--- src/rtl/board_renderer.sv ---
// Repaints the 10x20 board from board RAM onto the VGA frame as 4x4-pixel cells.
// 18 cycles per cell (addr, latch, 16 draws); busy for 3601 cycles; the VGA port has no backpressure.
module board_renderer #(
    parameter logic [7:0] X0        = 8'd60,
    parameter logic [6:0] Y0        = 7'd20,
    parameter logic [5:0] BG_COLOUR = 6'b000000
) (
    input  logic       clk,
    input  logic       reset,
    input  logic       start,
    output logic [7:0] ram_addr,
    input  logic [5:0] ram_q,
    output logic [7:0] X,
    output logic [6:0] Y,
    output logic [5:0] colour,
    output logic       writeEn,
    output logic       busy,
    output logic       complete
);

    typedef enum logic [2:0] {
        S_IDLE,
        S_ADDR,
        S_LATCH,
        S_DRAW,
        S_DONE
    } state_t;

    state_t     state, state_nxt;
    logic [3:0] col, col_nxt;
    logic [4:0] row, row_nxt;
    logic [3:0] px, px_nxt;
    logic [5:0] cell_colour, cell_colour_nxt;
    logic [7:0] cell_idx;

    always_ff @(posedge clk or posedge reset) begin
        if (reset) begin
            state       <= S_IDLE;
            col         <= 4'd0;
            row         <= 5'd0;
            px          <= 4'd0;
            cell_colour <= 6'd0;
        end else begin
            state       <= state_nxt;
            col         <= col_nxt;
            row         <= row_nxt;
            px          <= px_nxt;
            cell_colour <= cell_colour_nxt;
        end
    end

    always_comb begin
        state_nxt       = state;
        col_nxt         = col;
        row_nxt         = row;
        px_nxt          = px;
        cell_colour_nxt = cell_colour;
        case (state)
            S_IDLE: begin
                if (start) begin
                    state_nxt = S_ADDR;
                    col_nxt   = 4'd0;
                    row_nxt   = 5'd0;
                    px_nxt    = 4'd0;
                end
            end
            S_ADDR:  state_nxt = S_LATCH;
            S_LATCH: begin
                // RAM data is only trusted here, one cycle after the address was presented
                cell_colour_nxt = (ram_q == 6'd0) ? BG_COLOUR : ram_q;
                state_nxt       = S_DRAW;
            end
            S_DRAW: begin
                px_nxt = px + 4'd1;
                if (px == 4'd15) begin
                    if (col < 4'd9) begin
                        col_nxt   = col + 4'd1;
                        state_nxt = S_ADDR;
                    end else if (row < 5'd19) begin
                        col_nxt   = 4'd0;
                        row_nxt   = row + 5'd1;
                        state_nxt = S_ADDR;
                    end else begin
                        state_nxt = S_DONE;
                    end
                end
            end
            S_DONE:  state_nxt = S_IDLE;
            default: state_nxt = S_IDLE;
        endcase
    end

    // row*10 + col as shifts: row*8 + row*2 + col
    assign cell_idx = ({3'b000, row} << 3) + ({3'b000, row} << 1) + {4'b0000, col};

    always_comb begin
        ram_addr = 8'd0;
        X        = 8'd0;
        Y        = 7'd0;
        colour   = 6'd0;
        writeEn  = 1'b0;
        busy     = (state != S_IDLE);
        complete = (state == S_DONE);
        if (state == S_ADDR || state == S_LATCH || state == S_DRAW)
            ram_addr = cell_idx;
        if (state == S_DRAW) begin
            writeEn = 1'b1;
            X       = X0 + {2'b00, col, 2'b00} + {6'd0, px[1:0]};
            Y       = Y0 + {row, 2'b00} + {5'd0, px[3:2]};
            colour  = cell_colour;
        end
    end

endmodule
--- config.mk ---
export PLATFORM = sky130hd
export DESIGN_NAME = board_renderer
export DESIGN_NICKNAME = d
export VERILOG_FILES = /design/src/rtl/board_renderer.sv
export SDC_FILE = /design/constraint.sdc
export NUM_CORES = 1
export LEC_CHECK = 0
export BUFFER_PORTS_ARGS = -buffer_cell sky130_fd_sc_hd__buf_4
export CAP_MARGIN = 20
export CORE_MARGIN = 1
export CORE_UTILIZATION = 50
export CTS_BUF_LIST = sky130_fd_sc_hd__clkbuf_4
export CTS_CLUSTER_SIZE = 25
export DETAILED_ROUTE_END_ITERATION = 6
export PLACE_DENSITY = 0.75
export SLEW_MARGIN = 15
export SYNTH_ARGS = -nofsm -noshare
export SYNTH_HDL_FRONTEND = slang
export SYNTH_SLANG_ARGS = --single-unit
--- constraint.sdc ---
create_clock -name clk -period 3.5 [get_ports clk]
set_input_delay 0.525 -clock clk [delete_from_list [all_inputs] [get_ports clk]]
set_output_delay 0.525 -clock clk [all_outputs]
set_load 0.05 [all_outputs]
# After elaboration in Yosys (flattened, before gate mapping)
# Index checks and enable logic that the tools add are counted.
dict set report totals {
  regBits 22
  inputBits 9
  out_inout_bits 32
  word_cells 58
}
dict set report op_classes {
  addsub 9
  order_cmp 2
  n_eq_ne 10
  n_mux 22
  reduce_logical 10
}
# operator count
set op_table {}
lappend op_table {{$mux 5} 4}
lappend op_table {{$mux 4} 4}
lappend op_table {{$mux 8} 2}
lappend op_table {{$pmux 4 s2} 2}
lappend op_table {{$mux 3} 4}
lappend op_table {{$mux 6} 2}
lappend op_table {{$pmux 3 s4} 1}
lappend op_table {{$pmux 5 s2} 1}
lappend op_table {{$add 4x1->4 const B} 2}
lappend op_table {{$add 7x2->8} 1}
lappend op_table {{$add 8x4->8} 1}
lappend op_table {{$add 8x6->8} 1}
lappend op_table {{$ne 2x2->1 const B} 4}
lappend op_table {{$add 5x7->7 const A} 1}
lappend op_table {{$add 6x6->7 const A} 1}
lappend op_table {{$add 7x2->7} 1}
lappend op_table {{$mux 7} 1}
lappend op_table {{$eq 3x2->1 const B} 2}
lappend op_table {{$logic_not 6->1} 1}
lappend op_table {{$add 5x1->5 const B} 1}
lappend op_table {{$lt 5x5->1 const B} 1}
lappend op_table {{$reduce_and 5->1} 1}
lappend op_table {{$eq 4x4->1 const B} 1}
lappend op_table {{$lt 4x4->1 const B} 1}
lappend op_table {{10 further kinds} 12}

# Longest topological paths before layout
# Gate-level depths: netlist (run 1).
dict set report depth {
  ltp_word 5
  depth_mapped 9
  depth_no_buf 8
}

# Worst setup path before layout (run 1)
# OpenSTA, ideal clock, no wires.
dict set report synth_timing {
  kind {register -> output}
  from {register col[3]}
  to {output port ram_addr[6]}
  t_arrival_ps 3028
  t_required_ps 2975
  slack_ps -53
  path_stages_with_launch 9
  path_buffers 1
  path_cell_list {dfrtp_1 -> clkbuf_1 -> inv_1 -> fa_1 -> fa_1 -> nor2b_1 -> o21ai_0 -> nor3b_1 -> nor3_1}
}
dict set report synth_between {
  elab_chain_len 2
}
# element line
set synth_lines {}
lappend synth_lines {{start: declaration} 30} ;# logic [3:0] col, col_nxt;
lappend synth_lines {{start signal: assignment} 45} ;# col <= col_nxt;
lappend synth_lines {{$add 8x4->8} 94} ;# assign cell_idx = ({3'b000, row} << 3) + ({3'b000, row} << 1) + {4'b0000, col};
lappend synth_lines {{$mux 8} 104} ;# if (state == S_ADDR || state == S_LATCH || state == S_DRAW)
lappend synth_lines {{end: declaration} 11} ;# output logic [7:0] ram_addr,
# No other way between the ends.

# Final worst setup path (run 1)
dict set report layout_timing {
  from {register col[3]}
  to {output port ram_addr[7]}
}
# Same word-level chain as after synthesis.

==> reports/results.txt, run 1 <==
Share of flip-flops with an asynchronous set or reset: 1.00
CTS buffer count: 3
Fillcell total: 275
EDFF count, synth: 0
Critical Path RT: 2.97 ns
LEAKAGE: 0.000927 uW
Final #Nets: 248
Most common cell after layout, fill and taps aside: buf_4
Initial drt markers: 115
Final setup viols: 0
Clock Path Buffers: 2
Synth cell types: 48
Gr ovfl total: 0
Number of gates resized after CTS: 0
Vias/cell: 5.61
Largest net degree at the start of global routing: 26
Seq/Total Area, Yosys: 0.322
CP max stage delay: 0.60 ns
Final worst path period need: 3.35 ns
Pre-Repair DR Iteration Count: 4
Peak supply drop: 0.213 mV
Commonest register cell after synthesis: dfrtp_1
Multi-input gate area: 1040 sq um
Post-CTS Hold Buffers: 0
FF/Latch Area: 554 sq um
Row cnt: 20
H-tree depth: 1
Pwr Density: 242 nW/um^2
Fin crit share: 0.957
Endpoint type of the worst setup path: output port
Layout Skew: 0.00438 ns
Root Buffer Master: clkbuf_4
Hold Path Class: input pin to asynchronous set/reset pin
Worst-margin pin slew: 0.861 ns
Total negative slack: 0 ns
Drc violations: 0
WP buf/inv: 3
Max Fanout on Critical Path: 9
Crit path cell chain: inv_1, fa_1, inv_1, ha_1, a21o_1, a21oi_1, or4_1, nand3_1, buf_4
Max-cap violation count: 0
Syn_nets: 214
Core footprint: 3150 sq um
Final hold vios: 0
Fmax: 299 MHz
CTS tree: yes
Non-Filler Instances: 267
Total GRT Usage: 0.221
Port Buffers: 39
Area grow syn2layout: 20.5%
YS warnings: 0
Worst-Skew Late Latency: 0.31 ns
Routed WL: 3920 um
Initial Util: 0.542
RSZ-0062 raised after global routing: no
Mapped Area: 1710 sq um
Vias in the first global route: 1388
Status: finished, final reports clean
Cell family with most CP delay: adder cells
Height of the die: 60.5 um
Via Count: 1498
Post-synth top area cell: dfrtp_1
Top post-synthesis cells by area: dfrtp_1, ha_1, and2_1
Worst Path Arrival: 2.82 ns
I/O Pins: 41
Clock transition at path regs: 0.13 ns
Commonest non-fill, non-tap cells in the layout: buf_4, nor2_1, dfrtp_1
Cell count after synthesis: 190
Die width: 60.5 um
Global-route wire length before repair: 6170 um
Share of layout cells above drive strength 1: 0.283
Crit-path slowest cell: fa_1
Post-Syn Area per Cell: 9.00 sq um
Synth Register Bits: 22
Die footprint: 3660 sq um
# Post-CTS Setup Buffers: 0
Slew Limit Fails: 0
Critical path class: flip-flop to output port
Wire length per cell: 14.7 um
Antenna diode count: 0
ANT nets after route: 0
RePlAce Congestion: 0.810
Antenna violations before repair: 0
Yosys top cell area share: 0.322
Crit path launch type: flip-flop
Post-DP HPWL: 2940 um
Most used cell, CP: inv_1
Rel. slew slack: 0.426
Placed cells: 263
# clock sinks: 22
-- state kept, by name, summed over array words and instances (netlist names) --
name and flops:
col 4, px 4, row 5, state 3, cell_colour 6
-- synthesized netlist by cell type, types with 3 or more instances --
library cell and number:
a31oi_1 6, nand2b_1 3, and2_1 15, ha_1 13, clkbuf_1 3, inv_1 16
nor2_1 19, mux2_2 8, a21oi_1 5, dfrtp_1 22, xnor2_1 4, nand2_1 5
nor3_1 7, o21ai_0 12, nand3_1 5, a21o_1 3, buf_4 5
-- power by group --
group	leakage (uW)	switching, uW	internal [uW]	total [uW]
Sequential	0.000249	1.58	258	259
Clock	0.0000279	83.6	116	199
Combinational	0.000651	24.7	14.7	39.4
-- worst paths after layout --
check / startpoint / end / slack [ns] / depth (start not counted)
setup / recovery: col[3]$_DFFE_PP0P_ / ram_addr[7] / 0.15 / 9
max in group asynchronous: reset / row[0]$_DFFE_PP0P_ / 2.54 / 2
min in group clk: ram_q[0] / cell_colour[0]$_DFFE_PP0P_ / 0.43 / 2
setup reg to reg: state[1]$_DFFE_PP0P_ / row[1]$_DFFE_PP0P_ / 1.53 / 4
hold / removal: reset / row[1]$_DFFE_PP0P_ / 0.37 / 2
hold reg to reg: cell_colour[5]$_DFFE_PP0P_ / cell_colour[5]$_DFFE_PP0P_ / 0.51 / 1
-- cell families (layout without fill, tap and decap cells) --
kind of cell,after synthesis,after routing,synth area share
AOI/OAI and AO/OA,39,39,0.148
xor gates and xnor gates,5,5,0.0256
adders and majority gates,15,15,0.119
buffers and inverters,27,60,0.0717
DFF,22,22,0.322
muxes,11,11,0.0710
other,1,1,0.00219
and+or+nand+nor,70,70,0.241
-- per-layer routing --
metal	wire length, um	share of wire	global-route usage	up-vias
met1	1690	0.43	0.285	700
li1	-	-	-	725
met3	232	0.059	0.0277	10
met5	0	0	0	-
met4	80	0.020	0.0844	0
met2	1920	0.49	0.380	63
-- final cells by class --
class / instances / area share
inverter: 17 / 0.0310
clock inverter: 1 / 0.0146
tap: 44 / 0.0267
timing repair buffer: 39 / 0.142
clock buffer: 3 / 0.0109
sequential: 22 / 0.269
multi-input combinational: 141 / 0.506
-- through the flow --
stage | worst slack, ns | util | total power (uW) | cell area (sq um) | hold WS (ns)
finish | 0.150 | 0.654 | 498 | 2060 | 0.371
global route | 0.0136 | 0.654 | 510 | 2060 | 0.433
CTS | 0.108 | 0.652 | 503 | 2060 | 0.414
detailed placement | 0.471 | 0.636 | 304 | 2000 | 0.492
global placement | 0.562 | 0.636 | 303 | 2000 | 0.482
floorplan | 0.175 | - | 289 | 1720 | 0.456
Note: power is estimated with default switching activity, not from simulation.
==> run 2, diff against run 1 <==
Settings changed: REMOVE_ABC_BUFFERS set to 1.
==> run 2 against run 1 <==
  * Critical path type unchanged
  * Cell count unchanged
  * Clock skew increased by 0.0053 ns
  * Sequential share of layout area about the same
  * Worst setup slack improved by 0.013 ns
  * Sequential power about the same
  * Critical path depth unchanged
  * Sequential cell count unchanged
  * Clock power about the same
  * Highest routed layer unchanged
  * Routed wire length decreased by 2.5%
  * Cell area decreased by 0.30%
==> reports/results.txt, run 2 (synthesis gave the netlist of run 1 again) <==
Crit path launch type: flip-flop
Largest net degree at the start of global routing: 26
Sw Share: 0.223
Final Util: 0.652
Die footprint: 3660 sq um
Worst-margin pin slew: 0.838 ns
# Post-CTS Setup Buffers: 0
Max Fanout on Critical Path: 8
Final hold vios: 0
Commonest non-fill, non-tap cells in the layout: buf_4, dfrtp_1, nor2_1
Hold_ws: 0.359 ns
Die width: 60.5 um
Registers with the most flip-flops: cell_colour x6, row x5
CTS buffer count: 3
FF-to-FF Start: state[1]$_DFFE_PP0P_
Clock Path Buffers: 2
Fmax: 300 MHz
Final worst path period need: 3.34 ns
Clock power share: 0.402
CTS tree: yes
Final setup viols: 0
Core footprint: 3150 sq um
Area grow syn2layout: 20.1%
Drc violations: 0
Fillcell total: 292
Critical path endpoint: ram_addr[7]
Cell count of the worst reg-to-reg path: 4
Post-DP HPWL: 2930 um
Critical Path RT: 2.97 ns
Met3 WL post-DR: 157 um
Worst Path Arrival: 2.81 ns
Final instance area: 2050 sq um
Internal power: 388 uW
Max reg flops: 6
Global-route wire length before repair: 6200 um
Most common cell after layout, fill and taps aside: buf_4
Max-cap violation count: 0
RSZ-0062 raised after global routing: no
Antenna diode count: 0
RePlAce Congestion: 0.892
Total negative slack: 0 ns
I/O Pins: 41
Root Buffer Master: clkbuf_4
Flop pwr share: 0.519
CP startpoint: row[2]$_DFFE_PP0P_
NetSw: 111 uW
Routed WL: 3830 um
Top reg by flops: cell_colour
Initial drt markers: 99
Logic pwr share: 0.079
Fin crit share: 0.953
Critical path class: flip-flop to output port
Vias in the first global route: 1362
RR Endpoint: row[1]$_DFFE_PP0P_
Port Buffers: 39
H-tree depth: 1
Endpoint type of the worst setup path: output port
Pwr Density: 243 nW/um^2
Initial Util: 0.542
Total GRT Usage: 0.226
Vias/cell: 5.52
Gr ovfl total: 0
Slew Limit Fails: 0
Clock transition at path regs: 0.14 ns
Pre-Repair DR Iteration Count: 4
Setup slack, reg-to-reg: 1.46 ns
Peak supply drop: 0.230 mV
M1 wire length: 1700 um
Top sig layer: met4
# clock sinks: 22
Post-CTS Hold Buffers: 0
Final #Nets: 248
Routed wl met2: 1940 um
Wire length per cell: 14.3 um
Row cnt: 20
Antenna violations before repair: 0
Hold Path Class: input pin to asynchronous set/reset pin
Height of the die: 60.5 um
Worst-Skew Late Latency: 0.32 ns
Share of layout cells above drive strength 1: 0.274
Via Count: 1473
Rel. slew slack: 0.440
Status: finished, final reports clean
LEAKAGE: 0.000926 uW
Layout Skew: 0.00971 ns
Dpl cell area: 2000 sq um
ANT nets after route: 0
-- run 2: layout make-up --
type / instances / area (sq um) / area share
well taps: 44 / 55.1 / 0.0268
flip-flops and latches: 22 / 553 / 0.269
repair buffers: 39 / 293 / 0.143
clock buffers: 3 / 22.5 / 0.0110
clock inverters: 1 / 30.0 / 0.0146
inverters: 17 / 63.8 / 0.0311
multi-input cells: 141 / 1040 / 0.505
-- run 2: power by group through the flow --
stage / combinational (uW) / sequential [uW] / clock (uW)
final: 39.3 / 259 / 201
after global routing: 42.1 / 260 / 214
after CTS: 40.3 / 259 / 205
after detailed placement: 40.1 / 264 / 0
after global placement: 39.1 / 264 / 0
after floorplan: 25.1 / 263 / 0
-- run 2: how the worst min path moves through the flow --
stage | depth (start not counted) | end | slack, ns
floorplan | 1 | px[3]$_DFFE_PP0P_ | 0.46
global placement | 1 | cell_colour[3]$_DFFE_PP0P_ | 0.48
detailed placement | 1 | cell_colour[4]$_DFFE_PP0P_ | 0.50
CTS | 2 | cell_colour[4]$_DFFE_PP0P_ | 0.40
global route | 2 | px[1]$_DFFE_PP0P_ | 0.43
finish | 2 | px[1]$_DFFE_PP0P_ | 0.36
-- run 2: critical path, cell delays in order (launching register included) --
cell	delay, ns
dfrtp_1	0.51
inv_1	0.13
fa_1	0.55
inv_1	0.06
ha_1	0.27
a21o_1	0.11
a21oi_1	0.10
or4_1	0.48
nand3_1	0.10
buf_4	0.20
-- run 2: metal layers --
metal,up-vias,GRT usage
met1,700,0.300
met2,42,0.389
met5,-,0
met4,0,0.0617
li1,727,-
met3,4,0.0277
-- run 2: what timing repair did --
action                                 CTS  global route
setup endpoints to repair                0             1
resized for setup                        0             2
endpoints found under the hold margin    0             0
-- run 2: through the flow --
stage	power, uW	cells	setup slack [ns]
floorplan	289	180	0.0730
global placement	303	263	0.560
detailed placement	304	263	0.479
CTS	505	267	0.0982
global route	516	267	0.00223
finish	499	267	0.163
